### src/rtl/uart_serial_rx.sv
`default_nettype none
// ============================================================================
// Module   : uart_serial_rx
// Brief    : 16x-NCO UART receiver (8 data bits, optional parity) with FWFT FIFO
// Revision : 1.0
// ============================================================================
module uart_serial_rx #(
   parameter int NcoWidth  = 16,
   parameter int FifoDepth = 4
) (
   input  logic                clk_i,
   input  logic                rst_ni,
   input  logic                rx_en_i,
   input  logic [NcoWidth-1:0] nco_i,
   input  logic                parity_en_i,
   input  logic                parity_odd_i,
   input  logic                rx_i,
   output logic [7:0]          rdata_o,
   output logic                rvalid_o,
   input  logic                rready_i,
   output logic                busy_o,
   output logic                frame_err_o,
   output logic                parity_err_o,
   output logic                overflow_o
);

   localparam int PtrW = (FifoDepth > 1) ? $clog2(FifoDepth) : 1;

   typedef enum logic [2:0] {
      IDLE   = 3'd0,
      START  = 3'd1,
      DATA   = 3'd2,
      PARITY = 3'd3,
      STOP   = 3'd4
   } state_e;

   logic                rx_meta_q, rx_s_q;
   logic [NcoWidth-1:0] acc_q;
   logic                tick_q;
   logic [NcoWidth:0]   w_sum;

   state_e     state_q, state_d;
   logic [3:0] tick_cnt_q, tick_cnt_d;
   logic [2:0] bit_cnt_q, bit_cnt_d;
   logic [7:0] shift_q, shift_d;
   logic       par_en_q, par_en_d;
   logic       par_odd_q, par_odd_d;
   logic       par_err_q, par_err_d;
   logic       push_q, push_d;
   logic       ferr_q, ferr_d;
   logic       perr_q, perr_d;

   logic [7:0]      mem_q [FifoDepth];
   logic [PtrW-1:0] wr_ptr_q, rd_ptr_q;
   logic [PtrW:0]   count_q;
   logic            ovf_q;
   logic            w_full, w_pop, w_push;

   always_ff @(posedge clk_i or negedge rst_ni) begin
      if (!rst_ni) begin
         rx_meta_q <= 1'b1;
         rx_s_q    <= 1'b1;
      end else begin
         rx_meta_q <= rx_i;
         rx_s_q    <= rx_meta_q;
      end
   end

   // The tick is the registered carry out of the phase accumulator.
   assign w_sum = {1'b0, acc_q} + {1'b0, nco_i};

   always_ff @(posedge clk_i or negedge rst_ni) begin
      if (!rst_ni) begin
         acc_q  <= '0;
         tick_q <= 1'b0;
      end else if (!rx_en_i) begin
         acc_q  <= '0;
         tick_q <= 1'b0;
      end else begin
         acc_q  <= w_sum[NcoWidth-1:0];
         tick_q <= w_sum[NcoWidth];
      end
   end

   always_ff @(posedge clk_i or negedge rst_ni) begin
      if (!rst_ni) begin
         state_q    <= IDLE;
         tick_cnt_q <= '0;
         bit_cnt_q  <= '0;
         shift_q    <= '0;
         par_en_q   <= 1'b0;
         par_odd_q  <= 1'b0;
         par_err_q  <= 1'b0;
         push_q     <= 1'b0;
         ferr_q     <= 1'b0;
         perr_q     <= 1'b0;
      end else begin
         state_q    <= state_d;
         tick_cnt_q <= tick_cnt_d;
         bit_cnt_q  <= bit_cnt_d;
         shift_q    <= shift_d;
         par_en_q   <= par_en_d;
         par_odd_q  <= par_odd_d;
         par_err_q  <= par_err_d;
         push_q     <= push_d;
         ferr_q     <= ferr_d;
         perr_q     <= perr_d;
      end
   end

   always_comb begin
      state_d    = state_q;
      tick_cnt_d = tick_cnt_q;
      bit_cnt_d  = bit_cnt_q;
      shift_d    = shift_q;
      par_en_d   = par_en_q;
      par_odd_d  = par_odd_q;
      par_err_d  = par_err_q;
      push_d     = 1'b0;
      ferr_d     = 1'b0;
      perr_d     = 1'b0;
      if (!rx_en_i) begin
         state_d = IDLE;
      end else if (tick_q) begin
         case (state_q)
            IDLE: begin
               if (!rx_s_q) begin
                  state_d    = START;
                  tick_cnt_d = '0;
               end
            end
            START: begin
               tick_cnt_d = tick_cnt_q + 4'd1;
               if (tick_cnt_q == 4'd7) begin
                  if (!rx_s_q) begin
                     state_d    = DATA;
                     tick_cnt_d = '0;
                     bit_cnt_d  = '0;
                     par_en_d   = parity_en_i;
                     par_odd_d  = parity_odd_i;
                     par_err_d  = 1'b0;
                  end else begin
                     state_d = IDLE;
                  end
               end
            end
            DATA: begin
               tick_cnt_d = tick_cnt_q + 4'd1;
               if (tick_cnt_q == 4'd15) begin
                  shift_d   = {rx_s_q, shift_q[7:1]};
                  bit_cnt_d = bit_cnt_q + 3'd1;
                  if (bit_cnt_q == 3'd7) begin
                     state_d = par_en_q ? PARITY : STOP;
                  end
               end
            end
            PARITY: begin
               tick_cnt_d = tick_cnt_q + 4'd1;
               if (tick_cnt_q == 4'd15) begin
                  par_err_d = ((^shift_q) ^ rx_s_q) != par_odd_q;
                  state_d   = STOP;
               end
            end
            STOP: begin
               tick_cnt_d = tick_cnt_q + 4'd1;
               // Leave at mid-stop-bit so a back-to-back start edge is not missed.
               if (tick_cnt_q == 4'd15) begin
                  state_d = IDLE;
                  ferr_d  = !rx_s_q;
                  perr_d  = par_err_q;
                  push_d  = rx_s_q & !par_err_q;
               end
            end
            default: state_d = IDLE;
         endcase
      end
   end

   assign w_full = (count_q == (PtrW + 1)'(FifoDepth));
   assign w_pop  = (count_q != '0) & rready_i;
   assign w_push = push_q & (!w_full | w_pop);

   always_ff @(posedge clk_i) begin
      if (w_push) begin
         mem_q[wr_ptr_q] <= shift_q;
      end
   end

   always_ff @(posedge clk_i or negedge rst_ni) begin
      if (!rst_ni) begin
         wr_ptr_q <= '0;
         rd_ptr_q <= '0;
         count_q  <= '0;
         ovf_q    <= 1'b0;
      end else begin
         ovf_q <= push_q & w_full & !w_pop;
         if (w_push) begin
            wr_ptr_q <= wr_ptr_q + 1'b1;
         end
         if (w_pop) begin
            rd_ptr_q <= rd_ptr_q + 1'b1;
         end
         if (w_push && !w_pop) begin
            count_q <= count_q + 1'b1;
         end else if (!w_push && w_pop) begin
            count_q <= count_q - 1'b1;
         end
      end
   end

   assign rvalid_o     = (count_q != '0);
   assign rdata_o      = rvalid_o ? mem_q[rd_ptr_q] : 8'h00;
   assign busy_o       = (state_q != IDLE);
   assign frame_err_o  = ferr_q;
   assign parity_err_o = perr_q;
   assign overflow_o   = ovf_q;

endmodule
`default_nettype wire

### config.mk
export PLATFORM = sky130hd
export DESIGN_NAME = uart_serial_rx
export DESIGN_NICKNAME = d
export VERILOG_FILES = /design/src/rtl/uart_serial_rx.sv
export SDC_FILE = /design/constraint.sdc
export NUM_CORES = 1
export LEC_CHECK = 0
export ABC_AREA = 1
export ABC_CLOCK_PERIOD_IN_PS = 5700
export CELL_PAD_IN_SITES_DETAIL_PLACEMENT = 1
export CELL_PAD_IN_SITES_GLOBAL_PLACEMENT = 1
export CORE_MARGIN = 4
export CORE_UTILIZATION = 47
export CTS_CLUSTER_SIZE = 12
export DETAILED_ROUTE_END_ITERATION = 16
export HOLD_SLACK_MARGIN = 0.15
export PLACE_DENSITY_LB_ADDON = 0.1
export SYNTH_ARGS = -nofsm -noshare
export SYNTH_HDL_FRONTEND = slang
export SYNTH_SLANG_ARGS = --single-unit
### constraint.sdc
create_clock -name clk_i -period 5.7 [get_ports clk_i]
set_clock_uncertainty 0.2 [all_clocks]
set_input_delay 1.14 -clock clk_i [delete_from_list [all_inputs] [get_ports clk_i]]
set_output_delay 1.14 -clock clk_i [all_outputs]
set_load 0.01 [all_outputs]
==> impl_results.md <==
- Synth area leader: dfrtp_1
- Share of layout cells above drive strength 1: under 10%
- Final hold slack: roughly 0.16 ns
- Ports: 36
- Class of the most critical setup path: reg -> out
- Crit path launch type: register
- Pins Over Slew Limit: 0
- Minimum clock period: 3.60 ns
- Post-synth EDFFs: 32
- CTS clk-pin slew, worst paths: about 0.09 ns
- Switch share: 40.4%
- Int Pwr: roughly 0.0012 W
- Vias in the first global route: approximately 4000
- Setup tns final: 0 ns
- Psw: 0.000797 W
- Seq/Total Area, Yosys: roughly 50%
- CTS Buf Count: 9
- Placer congestion estimate: 0.799
- Worst-margin pin slew: just over 0.9 ns
- Worst path slowest cell: dfrtp_1
- Htree depth: 3
- FILL cells: 1165
- Post-CTS Setup Repair Bufs: 0
- CTS tree: built
- First-pass GRT wire length: between 15000 and 20000 µm
- Vias: about 3600
- # setup viols final: 0
- Routed vias/inst: roughly 5
- Largest net degree at the start of global routing: 52
- Power per cell area: roughly 380 nW/µm²
- Die area: 11200 µm²
- Worst skew pair latency: roughly 0.36 ns
- Syn nets: 600
- DIE WIDTH: between 100 and 150 µm
- Commonest cells post-synth: nand2_1, inv_1, nor2_1
- GRT Overall Usage: 21.0%
- Netlist cell types: 32
- Required @ worst endpoint: about 4.4 ns
- Max-Cap Viols: 0
- Hpwl dp: slightly above 8000 µm
- Tcrit/Tclk final: a little over three fifths
- Synthesized cell area: 4500 µm²
- Drt initial violations: 132
- Power share of the combinational group: 39.4%
- HP Class: reg -> reg
- ANT nets after route: 0
- Clock tree root driver cell: clkbuf_8
- Gr ovfl total: 0
- # port buffers: 35
- Crit path largest cell delay: 0.55 ns
- Clk pwr share: between 20% and 30%
- Outcome: complete, no violations
- Worst Path Arrival: between 2 and 2.5 ns
- # DRC: 0
- Final wirelength: ~11000 µm
- Final Hold Violating Endpoints: 0
- Initial antenna violation count: 0
- Dominant cells by area after synthesis: dfrtp_1, edfxtp_1, nand2_1
- Final #Nets: 640
- Leak: between 2 and 2.5 nW
- CTS Sinks: 83
- Delay-heaviest family, CP: buffers and inverters
- N_diodes: 0
- Drt first pass iters: 4
- Top cell type's share of synthesized area: 27.3%
- Peak VDD IR: between 0.15 and 0.2 mV
- Unrepaired setup endpoints after global routing: no
- Clk buf depth: 2
- CTS Hold Bufs: 0
- Synthesized instance count: 551
- CP Max Fanout: 9
- Core area: a little over 9000 µm²
- Most numerous cell in the Yosys netlist: nand2_1
- Initial core utilization: about 48%
- Layout area overhead: 15.0%
- Synth Area per Inst: roughly 8 µm²
- Register bit total from synthesis: slightly above 80
- Synth async-reset ratio: about three fifths
- YS warnings: 0
- Avg WL per Cell: approximately 15 µm
- Die H: 106 µm
- Post-CTS resize count: 0
- CP Buf/Inv Count: 2
- Row Count: 35
- Sequential share of power: about two fifths
- Max-slew headroom: roughly two fifths
- Critical path cell sequence: clkinv_1, nor2_1, o21ai_0, a21oi_1, clkdlybuf4s50_1
- Synth Flop Type: dfrtp_1
- Critical path endpoint category: output pin
- Max Clk Rate: 278 MHz
[registers in the layout, indices dropped and copies added, names as in the netlist, 2 cells and up]
signal / flops
acc_q: 16
bit_cnt_q: 3
count_q: 3
mem_q: 32
rd_ptr_q: 2
shift_q: 8
state_q: 3
tick_cnt_q: 4
wr_ptr_q: 2
[final timing paths]
check                      slack, ns  cells past startpoint          to   startpoint
min reg2reg                     0.16                      0      rx_s_q    rx_meta_q
max                             2.10                      5  rdata_o[6]  rd_ptr_q[1]
min                             0.16                      0      rx_s_q    rx_meta_q
max reg2reg                     3.24                      9  count_q[1]   count_q[0]
min in group asynchronous       0.68                      2  count_q[0]       rst_ni
max in group asynchronous       4.16                      2   acc_q[14]       rst_ni
[worst register-to-register path, stage by stage (launching register included)]
cell and delay [ns]:
dfrtp_1 0.43, nor2_1 0.09, nand2_1 0.08, clkinv_1 0.24, nor2_1 0.28, inv_1 0.08, ha_1 0.18, inv_1 0.10
fa_1 0.42, mux2_2 0.27
[stage by stage]
step                std cells  setup slack, ns  area [µm²]  util (%)  power, W
finish                    725             2.10        5170      55.7   0.00197
global placement          709             2.37        4980      53.6   0.00153
global route              725             1.91        5170      55.7   0.00214
floorplan                 551             2.95        4500         -   0.00129
detailed placement        709             2.31        4980      53.6   0.00157
CTS                       725             2.04        5170      55.7   0.00199
[final cells by class]
cell class	instances	area [µm²]	area share, %
Timing Repair Buffer	37	360	6.96
Inverter	85	319	6.17
Tap cell	129	161	3.12
Multi-Input combinational cell	375	1900	36.7
Clock inverter	7	72.6	1.40
Sequential cell	83	2240	43.3
Clock buffer	9	124	2.39
[layout by cell type, fill, tap and decap left out, types with 3 or more instances in the layout]
master and instances:
clkbuf_8 9, nand2_2 5, o21ai_0 35, o21ai_1 5, dfrtp_1 49, a21oi_1 34, nand2_1 139, clkinvlp_4 3
xor2_1 5, nor2_1 78, inv_8 3, nand3_1 23, nor2_2 6, inv_1 78, edfxtp_1 32, clkdlybuf4s50_1 34
ha_1 24, nor3_1 5, inv_2 5
[metal layers]
metal / vias to the layer above / global-route usage (%) / routed length, µm
li1: 1831 / - / -
met1: 1733 / 27.4 / 4960
met2: 55 / 36.1 / 5280
met3: 12 / 2.45 / 335
met4: 0 / 7.22 / 187
met5: - / 0 / 0
[power by group through the flow]
stage	Clock [W]	Combinational, W	Sequential, W
2_1_floorplan	0	0.000549	0.000740
3_3_place_gp	0	0.000743	0.000783
3_5_place_dp	0	0.000779	0.000789
4_1_cts	0.000430	0.000784	0.000776
5_1_grt	0.000463	0.000884	0.000789
6_report	0.000421	0.000779	0.000775
[kinds of logic after synthesis]
family | after synthesis | synth area share [%]
multiplexers | 1 | 0.250
flip-flops | 83 | 49.8
AO/OA/AOI/OAI | 78 | 8.93
AND/OR/NAND/NOR | 263 | 24.1
adder cells (fa/ha/maj) | 26 | 7.56
buffers and inverters | 93 | 8.06
XOR/XNOR | 7 | 1.36
Power figures use the tool's default switching activity.
